<file path="config.mk">
export PLATFORM = sky130hd
export DESIGN_NAME = captura_matriz_flat
export DESIGN_NICKNAME = d
export VERILOG_FILES = /design/src/rtl/captura_pkg.sv /design/src/rtl/captura_matriz_if.sv /design/src/rtl/captura_matriz_decodificador_coluna.sv /design/src/rtl/captura_matriz.sv /design/src/flat_wrapper.sv
export SDC_FILE = /design/constraint.sdc
export NUM_CORES = 1
export LEC_CHECK = 0
export CORE_MARGIN = 2
export CORE_UTILIZATION = 45
export DETAILED_ROUTE_END_ITERATION = 10
export DONT_BUFFER_PORTS = 1
export SLEW_MARGIN = 20
export SYNTH_ARGS = -nofsm -noshare
export SYNTH_HDL_FRONTEND = slang
export SYNTH_SLANG_ARGS = --single-unit
</file>
<file path="constraint.sdc">
create_clock -name clk -period 3.3 [get_ports clk]
set_input_delay 0.66 -clock clk [delete_from_list [all_inputs] [get_ports clk]]
set_output_delay 0.66 -clock clk [all_outputs]
set_load 0.1 [all_outputs]
</file>
<file path="src/rtl/captura_pkg.sv">
// +----------------------------------------------------------------------+
// | captura_pkg: shared constants and enums for the LED-matrix capture.  |
// | Revision: 1.0                                                        |
// +----------------------------------------------------------------------+
`default_nettype none

package captura_pkg;

  localparam int N_COL_DEF = 7;
  localparam int N_LIN_DEF = 5;

  typedef enum logic {
    ST_SYNC = 1'b0,
    ST_CAPT = 1'b1
  } estado_t;

  typedef enum logic [1:0] {
    VALIDA   = 2'd0,
    VAZIA    = 2'd1,
    MULTIPLA = 2'd2
  } classe_t;

endpackage

`default_nettype wire

</file>
<file path="src/rtl/captura_matriz_if.sv">
// +----------------------------------------------------------------------+
// | captura_matriz_if: scan bus in, rebuilt frame and status out.        |
// | Revision: 1.0                                                        |
// +----------------------------------------------------------------------+
`default_nettype none

interface captura_matriz_if
  import captura_pkg::*;
#(
  parameter int N_COL = N_COL_DEF,
  parameter int N_LIN = N_LIN_DEF
);

  logic [N_COL-1:0]       coluna_in;
  logic [N_LIN-1:0]       linha_in;
  logic [N_COL*N_LIN-1:0] quadro;
  logic                   quadro_valido;
  logic                   erro_seq;
  logic                   sincronizado;
  logic [7:0]             quadros_ok;

  modport master (
    output coluna_in, linha_in,
    input  quadro, quadro_valido, erro_seq, sincronizado, quadros_ok
  );

  modport slave (
    input  coluna_in, linha_in,
    output quadro, quadro_valido, erro_seq, sincronizado, quadros_ok
  );

endinterface

`default_nettype wire

</file>
<file path="src/rtl/captura_matriz_decodificador_coluna.sv">
// +----------------------------------------------------------------------+
// | decodificador_coluna: classifies the active-low column strobe and    |
// | returns the index of the lowest low bit. Purely combinational.       |
// | Revision: 1.0                                                        |
// +----------------------------------------------------------------------+
`default_nettype none

module decodificador_coluna
  import captura_pkg::*;
#(
  parameter int N_COL = N_COL_DEF,
  parameter int IW    = (N_COL > 1) ? $clog2(N_COL) : 1
) (
  input  logic [N_COL-1:0] coluna,
  output classe_t          classe,
  output logic [IW-1:0]    indice
);

  localparam int CW = $clog2(N_COL + 1);

  logic [CW-1:0] w_n_baixos;

  always_comb begin
    w_n_baixos = '0;
    indice     = '0;
    for (int k = N_COL - 1; k >= 0; k--) begin
      if (!coluna[k]) begin
        w_n_baixos = w_n_baixos + CW'(1);
        indice     = IW'(k);
      end
    end
    if (w_n_baixos == '0)
      classe = VAZIA;
    else if (w_n_baixos == CW'(1))
      classe = VALIDA;
    else
      classe = MULTIPLA;
  end

endmodule

`default_nettype wire

</file>
<file path="src/rtl/captura_matriz.sv">
// +----------------------------------------------------------------------+
// | captura_matriz: rebuilds 5x7 frames from the multiplexed scan bus,   |
// | checks column order. Option: CAPTURA_SYNC_EN adds 2-flop input sync. |
// | Revision: 1.0                                                        |
// +----------------------------------------------------------------------+
`default_nettype none

module captura_matriz
  import captura_pkg::*;
#(
  parameter int N_COL  = N_COL_DEF,
  parameter int N_LIN  = N_LIN_DEF,
  parameter int SETTLE = 2
) (
  input  logic               clk,
  input  logic               rst_n,
  captura_matriz_if.slave    bus
);

  localparam int            IW       = (N_COL > 1) ? $clog2(N_COL) : 1;
  localparam int            CW       = $clog2(SETTLE + 1);
  localparam logic [CW-1:0] SETTLE_C = CW'(SETTLE);
  localparam logic [IW-1:0] ULTIMA   = IW'(N_COL - 1);

  logic [N_COL-1:0] w_col;
  logic [N_LIN-1:0] w_lin;

`ifdef CAPTURA_SYNC_EN
  logic [N_COL-1:0] r_col_m, r_col_s;
  logic [N_LIN-1:0] r_lin_m, r_lin_s;

  always_ff @(posedge clk or negedge rst_n) begin
    if (!rst_n) begin
      r_col_m <= '1;
      r_col_s <= '1;
      r_lin_m <= '0;
      r_lin_s <= '0;
    end else begin
      r_col_m <= bus.coluna_in;
      r_col_s <= r_col_m;
      r_lin_m <= bus.linha_in;
      r_lin_s <= r_lin_m;
    end
  end

  assign w_col = r_col_s;
  assign w_lin = r_lin_s;
`else
  assign w_col = bus.coluna_in;
  assign w_lin = bus.linha_in;
`endif

  classe_t       w_classe;
  logic [IW-1:0] w_indice;

  decodificador_coluna #(
    .N_COL (N_COL),
    .IW    (IW)
  ) u_decod (
    .coluna (w_col),
    .classe (w_classe),
    .indice (w_indice)
  );

  // Dwell counter: cycles the current pattern has been seen, including this one.
  logic [N_COL-1:0] r_col_ant;
  logic [CW-1:0]    r_cnt, w_cnt_n;
  logic             w_amostra;

  always_comb begin
    w_cnt_n   = CW'(1);
    w_amostra = (SETTLE_C == CW'(1));
    if (w_col == r_col_ant) begin
      w_cnt_n   = (r_cnt < SETTLE_C) ? r_cnt + CW'(1) : r_cnt;
      w_amostra = (r_cnt < SETTLE_C) && (r_cnt + CW'(1) == SETTLE_C);
    end
  end

  estado_t                r_estado, w_estado_n;
  logic [IW-1:0]          r_esperado, w_esperado_n;
  logic [N_LIN-1:0]       r_shadow   [N_COL-1];
  logic [N_LIN-1:0]       w_shadow_n [N_COL-1];
  logic [N_COL*N_LIN-1:0] r_quadro, w_quadro_n;
  logic                   r_valido, w_valido_n;
  logic                   r_erro, w_erro_n;
  logic                   r_sinc;
  logic [7:0]             r_ok, w_ok_n;

  always_ff @(posedge clk or negedge rst_n) begin
    if (!rst_n)
      r_estado <= ST_SYNC;
    else
      r_estado <= w_estado_n;
  end

  always_comb begin
    w_estado_n   = r_estado;
    w_esperado_n = r_esperado;
    w_shadow_n   = r_shadow;
    w_quadro_n   = r_quadro;
    w_valido_n   = 1'b0;
    w_erro_n     = 1'b0;
    w_ok_n       = r_ok;
    if (w_amostra) begin
      case (w_classe)
        MULTIPLA: begin
          w_erro_n     = 1'b1;
          w_estado_n   = ST_SYNC;
          w_esperado_n = '0;
          for (int c = 0; c < N_COL - 1; c++)
            w_shadow_n[c] = '0;
        end
        VALIDA: begin
          if (r_estado == ST_SYNC) begin
            if (w_indice == '0) begin
              w_shadow_n[0] = w_lin;
              w_esperado_n  = IW'(1);
              w_estado_n    = ST_CAPT;
            end
          end else if (w_indice != r_esperado) begin
            // An out-of-order column 0 is not reused; resync waits for a new dwell.
            w_erro_n     = 1'b1;
            w_estado_n   = ST_SYNC;
            w_esperado_n = '0;
          end else if (r_esperado == ULTIMA) begin
            for (int c = 0; c < N_COL - 1; c++)
              w_quadro_n[c*N_LIN +: N_LIN] = r_shadow[c];
            w_quadro_n[(N_COL-1)*N_LIN +: N_LIN] = w_lin;
            w_valido_n   = 1'b1;
            w_ok_n       = r_ok + 8'd1;
            w_esperado_n = '0;
          end else begin
            w_shadow_n[r_esperado] = w_lin;
            w_esperado_n           = r_esperado + IW'(1);
          end
        end
        default: ;
      endcase
    end
  end

  always_ff @(posedge clk or negedge rst_n) begin
    if (!rst_n) begin
      r_col_ant  <= '1;
      r_cnt      <= '0;
      r_esperado <= '0;
      for (int c = 0; c < N_COL - 1; c++)
        r_shadow[c] <= '0;
      r_quadro   <= '0;
      r_valido   <= 1'b0;
      r_erro     <= 1'b0;
      r_sinc     <= 1'b0;
      r_ok       <= '0;
    end else begin
      r_col_ant  <= w_col;
      r_cnt      <= w_cnt_n;
      r_esperado <= w_esperado_n;
      r_shadow   <= w_shadow_n;
      r_quadro   <= w_quadro_n;
      r_valido   <= w_valido_n;
      r_erro     <= w_erro_n;
      r_sinc     <= (w_estado_n == ST_CAPT);
      r_ok       <= w_ok_n;
    end
  end

  assign bus.quadro        = r_quadro;
  assign bus.quadro_valido = r_valido;
  assign bus.erro_seq      = r_erro;
  assign bus.sincronizado  = r_sinc;
  assign bus.quadros_ok    = r_ok;

endmodule

`default_nettype wire
</file>
<file path="src/flat_wrapper.sv">
// flat-port wrapper written by rule: the top's interface ports become plain ports
module captura_matriz_flat import captura_pkg::*;
#(
  parameter int N_COL  = N_COL_DEF,
  parameter int N_LIN  = N_LIN_DEF,
  parameter int SETTLE = 2
)
  (clk, rst_n, bus_coluna_in, bus_linha_in, bus_quadro, bus_quadro_valido, bus_erro_seq, bus_sincronizado, bus_quadros_ok);
  captura_matriz_if #(.N_COL(N_COL), .N_LIN(N_LIN)) bus_i ();
  input  logic clk;
  input  logic rst_n;
  input wire logic [$bits(bus_i.coluna_in)-1:0] bus_coluna_in;
  input wire logic [$bits(bus_i.linha_in)-1:0] bus_linha_in;
  output wire logic [$bits(bus_i.quadro)-1:0] bus_quadro;
  output wire logic [$bits(bus_i.quadro_valido)-1:0] bus_quadro_valido;
  output wire logic [$bits(bus_i.erro_seq)-1:0] bus_erro_seq;
  output wire logic [$bits(bus_i.sincronizado)-1:0] bus_sincronizado;
  output wire logic [$bits(bus_i.quadros_ok)-1:0] bus_quadros_ok;
  assign bus_i.coluna_in = bus_coluna_in;
  assign bus_i.linha_in = bus_linha_in;
  assign bus_quadro = bus_i.quadro;
  assign bus_quadro_valido = bus_i.quadro_valido;
  assign bus_erro_seq = bus_i.erro_seq;
  assign bus_sincronizado = bus_i.sincronizado;
  assign bus_quadros_ok = bus_i.quadros_ok;
  captura_matriz #(.N_COL(N_COL), .N_LIN(N_LIN), .SETTLE(SETTLE)) u_core (.clk(clk), .rst_n(rst_n), .bus(bus_i));
endmodule
</file>
==> results of run 1 <==
==> critical path, stage by stage <==
cell	delay [ns]
inv_8	0.02
ha_4	0.23
xnor2_2	0.12
ha_1	0.31
mux2_4	0.30
ha_4	0.28
nand2b_4	0.06
nand2_4	0.06
ha_4	0.18
nor2b_4	0.12
a211oi_2	0.13
inv_1	0.06
ha_2	0.16
xnor3_2	0.24
a22oi_2	0.09
or4_4	0.53
buf_16	0.22
mux2_2	0.29
==> sequential cells by signal (all words and copies together), names as in the netlist <==
| name | flops |
|---|---|
| u_core.bus.quadro | 35 |
| u_core.bus.quadros_ok | 8 |
| u_core.r_cnt | 2 |
| u_core.r_shadow | 30 |
| u_core.bus.erro_seq | 1 |
| u_core.r_col_ant | 7 |
| u_core.bus.quadro_valido | 1 |
| u_core.r_estado | 1 |
| u_core.r_esperado | 3 |
==> synthesized netlist by cell type (all sizes together) (9+ instances only) <==
library cell | count | area [um^2]
nand2 | 16 | 62.6
a32o | 15 | 150
buf | 9 | 103
ha | 10 | 125
a21oi | 10 | 50.1
dfrtp | 81 | 2030
nor4 | 11 | 68.8
a22o | 16 | 140
xnor2 | 10 | 87.6
mux2 | 37 | 526
xor2 | 14 | 130
inv | 11 | 41.3
==> area by class of cell <==
cell class,instances,area [um^2]
flip-flops and latches,88,2210
repair buffers,47,505
multi-input cells,215,2280
clock inverters,6,97.6
inverters,12,52.6
fillers,718,3790
well taps,129,161
clock buffers,10,138
==> cells in the final DEF (no fill, tap or decap), drive strengths merged, types with 3 or more instances in the layout <==
master  count
xnor2      10
buf        44
nand2b      3
and3        4
nand3       8
a32o       15
and2        3
a22o       16
inv        14
a41oi       4
nor4       11
nand2      16
nor2b       4
dfrtp      81
mux2       37
a21oi      10
dfstp       7
nand3b      3
ha         10
clkbuf     13
o21ai       3
nand4       4
or4         3
nor2        7
xor2       14
nor3        6
==> per-layer routing <==
layer | GRT usage | vias up | wire length, um
met2 | 0.317 | 58 | 4930
li1 | - | 1322 | -
met4 | 0.0437 | 0 | 89
met5 | 0 | - | 0
met1 | 0.257 | 1488 | 4400
met3 | 0.0435 | 8 | 324
==> worst paths after layout <==
path / start / endpoint / slack (ns)
worst min register to register: u_core.r_shadow[24] / u_core.r_shadow[24] / 0.50
max in group asynchronous: rst_n / u_core.r_shadow[25] / 2.80
worst max-delay path: bus_coluna_in[6] / u_core.bus.quadro[13] / -0.54
min in group clk: bus_coluna_in[0] / u_core.r_col_ant[0] / 0.30
worst max register to register: u_core.r_col_ant[2] / u_core.bus.quadro[13] / 0.63
worst min-delay path: rst_n / u_core.r_col_ant[3] / 0.14
==> power by group <==
| part | total (mW) | internal [mW] | leakage [nW] | switching [mW] |
|---|---|---|---|---|
| Clock | 0.870 | 0.460 | 0.119 | 0.411 |
| Combinational | 0.902 | 0.379 | 1.25 | 0.523 |
| Sequential | 1.15 | 1.11 | 1.18 | 0.0422 |
==> metrics by stage <==
stage / util / cells
floorplan: - / 330
global placement: 0.510 / 478
detailed placement: 0.510 / 478
CTS: 0.570 / 500
global route: 0.589 / 507
finish: 0.589 / 507
==> kinds of logic after synthesis <==
| logic type | after synthesis | share of synthesized area |
|---|---|---|
| compound gates | 64 | 0.121 |
| xor+xnor | 27 | 0.0673 |
| fa+ha+maj | 10 | 0.0292 |
| buf+inv | 27 | 0.0398 |
| flops | 88 | 0.517 |
| mux | 39 | 0.127 |
| simple gates | 75 | 0.0985 |
==> timing repair <==
| item | in CTS | in global routing |
|---|---|---|
| pin swaps | 24 | 7 |
| endpoints found under the setup margin | 79 | 79 |
| cloned | 1 | 3 |
| buffers inserted | 4 | 5 |
| gates resized for setup | 34 | 16 |
| hold endpoints to repair | 81 | 0 |
| hold buffers | 1 | 0 |
==> results_dict.tcl, run 1 <==
set metrics [dict create \
    fin_area_um2 5450 \
    clkSlewWorstSetupHoldPaths_ns 0.09 \
    async_reset_ff_frac 1.00 \
    synth-edff-count 0 \
    coreArea_um2 9240 \
    status "finished, violations left" \
    setup_tns_ns -34.34 \
    gp_congestion 0.882 \
    violations "setup timing" \
    rsz0062_at_grt "true" \
    required_ns 3.53 \
    maxCapViolCount 0 \
    power_mw 2.92 \
    rr_worst_depth 8 \
    route.detailed.drc 0 \
    cts_root_buf "clkbuf_8" \
    clk_latency_ns 0.36 \
    htree_levels 3 \
    avgSynthCellArea_um2 13.0 \
    yosysWarnings 0 \
    drive_gt1_frac 0.413 \
    synth_fp_nets 354 \
    antenna_found_initial 0 \
    holdCritPathClass "primary input to async pin" \
    areaGrowthSynthToFinish_pct 27.3 \
    clock-skew-final_ns 0.0134 \
    ys_ff_latch 88 \
    post_drt_via_cell_ratio 5.67 \
    worstPathArrival_ns 4.07 \
    die_w_um 102 \
    synthCells 330 \
    cts_buffers 9 \
    synth_ff_type "dfrtp_1" \
    fin_ws_ns -0.542 \
    path_max_fanout 18 \
    routed_wl_um 9740 \
    dieArea_um2 10300 \
    max-clock-path-buffers 2 \
    cts_num_sinks 88 \
    max_slew_margin 0.372 \
    ir_drop_mv 0.298 \
    antenna_cells 0 \
    dp_slack_ns -1.08 \
    place_area_um2 4720 \
    start_kind "primary input" \
    min_period_ns 3.84 \
    ys_seq_area_frac 0.517 \
    ant_nets 0 \
    yosysUniqueCellTypes 54 \
    synth.cell_area_um2 4280 \
    fmax_ghz 0.260 \
    hold_violations 0 \
    powerDensity_nw_per_um2 537 \
    wl_per_cell_um 19.2 \
    tightestPinTransition_ns 0.942 \
    p_leak_nw 2.55 \
    fin_crit_sh 1.16 \
    slew_violations 0 \
    grt_pass1_vias 2936 \
    drt_iter0_drc 149 \
    num_vias 2876 \
    cts_tree "yes" \
    grt_pass1_wl_um 15300 \
    holdWs_ns 0.143 \
    cp-end-kind "flip-flop" \
    dr.pass1.iters 4 \
    initial_core_util 0.463 \
    num_rows 35 \
    fp.dieH_um 102 \
    hpwlAfterDp_um 6290 \
    grt.overflow.total 0 \
    grt_max_degree 82 \
    final_nets 397 \
    io_buffers 0 \
    io_pins 60 \
    worstSetupPathType "primary input to flip-flop" \
    setup-violations-final 79 \
    grtUsageTotal 0.191 \
]
Note: power is estimated with default switching activity, not from simulation.
==> run 2: changes to the inputs <==
CELL_PAD_IN_SITES_DETAIL_PLACEMENT = 0   (was not set)
CELL_PAD_IN_SITES_GLOBAL_PLACEMENT = 1   (was not set)
PLACE_DENSITY_LB_ADDON = 0.1   (was not set)
==> results_dict.tcl, run 2 (same netlist as run 1, synthesis figures left out) <==
set metrics [dict create \
    status "finished, violations left" \
    violations "setup timing" \
    max_slew_margin 0.370 \
    routed_wl_um 9530 \
    hpwlAfterDp_um 6170 \
    final_cell_mix "dfrtp_1, buf_4, mux2_4" \
    cts_num_sinks 88 \
    post_drt_via_cell_ratio 5.65 \
    die_w_um 102 \
    min_period_ns 3.82 \
    dieArea_um2 10300 \
    rsz0062_at_grt "true" \
    grt_pass1_vias 2850 \
    path_cells "inv_12 -> ha_4 -> xnor2_2 -> ha_1 -> mux2_4 -> ha_4 -> nand2b_4 -> nand2_4 -> ha_4 -> nor2b_4 -> a211oi_2 -> inv_1 -> ha_2 -> nor2_4 -> a22oi_2 -> or4_4 -> buf_12 -> mux2_4" \
    grt.overflow.total 0 \
    clkSlewWorstSetupHoldPaths_ns 0.09 \
    route.detailed.drc 0 \
    grt_max_degree 82 \
    required_ns 3.54 \
    fin_ws_ns -0.521 \
    setup-violations-final 78 \
    hold_violations 0 \
    tightestPinTransition_ns 0.945 \
    use_met2 0.311 \
    cpMostUsedCell "ha_4" \
    ant_nets 0 \
    reg2reg_slack_ns 0.57 \
    place_inst 476 \
    fin_crit_sh 1.16 \
    critical_path.max_stage_delay_ns 0.50 \
    cts_tree "yes" \
    p_leak_nw 2.51 \
    n_fill_cell 746 \
    num_vias 2851 \
    fp.dieH_um 102 \
    num_rows 35 \
    htree_levels 3 \
    grtUsageTotal 0.196 \
    powerDensity_nw_per_um2 513 \
    maxCapViolCount 0 \
    start_kind "primary input" \
    antenna_found_initial 0 \
    max-clock-path-buffers 2 \
    clk_latency_ns 0.35 \
    met3_usage 0.0614 \
    io_buffers 0 \
    final_common_cell "dfrtp_1" \
    slowest_stage "or4_4" \
    ir_drop_mv 0.290 \
    final_nets 395 \
    dr.pass1.iters 4 \
    path_max_fanout 19 \
    dp_slack_ns -1.07 \
    gp_congestion 0.879 \
    cts_root_buf "clkbuf_8" \
    areaGrowthSynthToFinish_pct 24.7 \
    worstSetupPathType "primary input to flip-flop" \
    largest_reg_flops 35 \
    slew_violations 0 \
    clock-skew-final_ns 0.0118 \
    holdCritPathClass "primary input to async pin" \
    layoutNonFillerInstCount 505 \
    initial_core_util 0.463 \
    grt_pass1_wl_um 15400 \
    cp-end-kind "flip-flop" \
    io_pins 60 \
    coreArea_um2 9240 \
    cts_buffers 9 \
    drt_iter0_drc 119 \
    worstPathArrival_ns 4.06 \
    top_usage_layer "met2" \
    antenna_cells 0 \
    met1_usage 0.263 \
    seqCellArea_um2 2210 \
    fmax_ghz 0.262 \
    drive_gt1_frac 0.404 \
    multi_input_area_um2 2280 \
    wl_per_cell_um 18.9 \
]
## run 2: worst paths after layout
check	startpoint	end	depth (start not counted)
worst max-delay path	bus_coluna_in[6]	u_core.bus.quadro[7]	18
worst min-delay path	rst_n	u_core.r_col_ant[2]	0
worst max register to register	u_core.r_col_ant[2]	u_core.r_shadow[23]	8
worst min register to register	u_core.bus.quadros_ok[4]	u_core.bus.quadros_ok[4]	1
max in group asynchronous	rst_n	u_core.r_esperado[1]	1
min in group clk	bus_coluna_in[0]	u_core.r_col_ant[0]	0
## run 2: worst max-delay path: cells and delay by family
kind                     cells  cell delay [ns]
buffers and inverters        3             0.29
adder cells (fa/ha/maj)      5             1.28
AND/OR/NAND/NOR              5             0.87
multiplexers                 2             0.60
AO/OA/AOI/OAI                2             0.23
XOR/XNOR                     1             0.12
## run 2: what timing repair did
action | 4_1_cts | 5_1_grt
hold buffers | 1 | 0
gates cloned | 1 | 0
pin swaps | 24 | 2
setup endpoints to repair | 78 | 79
resized for setup | 41 | 8
setup buffers | 7 | 4
hold endpoints to repair | 81 | 0
## run 2: area by class of cell
class / count / share of cell area
Inverter: 12 / 0.0108
Timing Repair Buffer: 45 / 0.0844
Clock inverter: 6 / 0.00962
Tap cell: 129 / 0.0303
Sequential cell: 88 / 0.414
Multi-Input combinational cell: 215 / 0.427
Clock buffer: 10 / 0.0239
## run 2: routing by layer
layer / share of wire / up-vias
met3: 0.039 / 8
li1: - / 1322
met2: 0.50 / 65
met4: 0.0074 / 0
met5: 0 / -
met1: 0.46 / 1456
## run 2: metrics by stage
stage | cell area (um^2) | hold WS [ns] | power, mW | setup TNS, ns | utilization
2_1_floorplan | 4410 | 0.364 | 1.60 | -55.54 | -
3_3_place_gp | 4700 | 0.367 | 1.77 | -67.97 | 0.509
3_5_place_dp | 4700 | 0.367 | 1.77 | -68.44 | 0.509
4_1_cts | 5250 | 0.126 | 2.66 | -28.18 | 0.568
5_1_grt | 5340 | 0.106 | 2.89 | -38.28 | 0.577
6_report | 5340 | 0.144 | 2.74 | -30.54 | 0.577
## run 2: where the power goes
group | internal [mW] | leakage (nW) | switching [mW] | total, mW
logic | 0.371 | 1.24 | 0.531 | 0.902
registers | 1.11 | 1.18 | 0.0451 | 1.15
clock network | 0.283 | 0.0875 | 0.397 | 0.680
total | 1.76 | 2.51 | 0.973 | 2.74
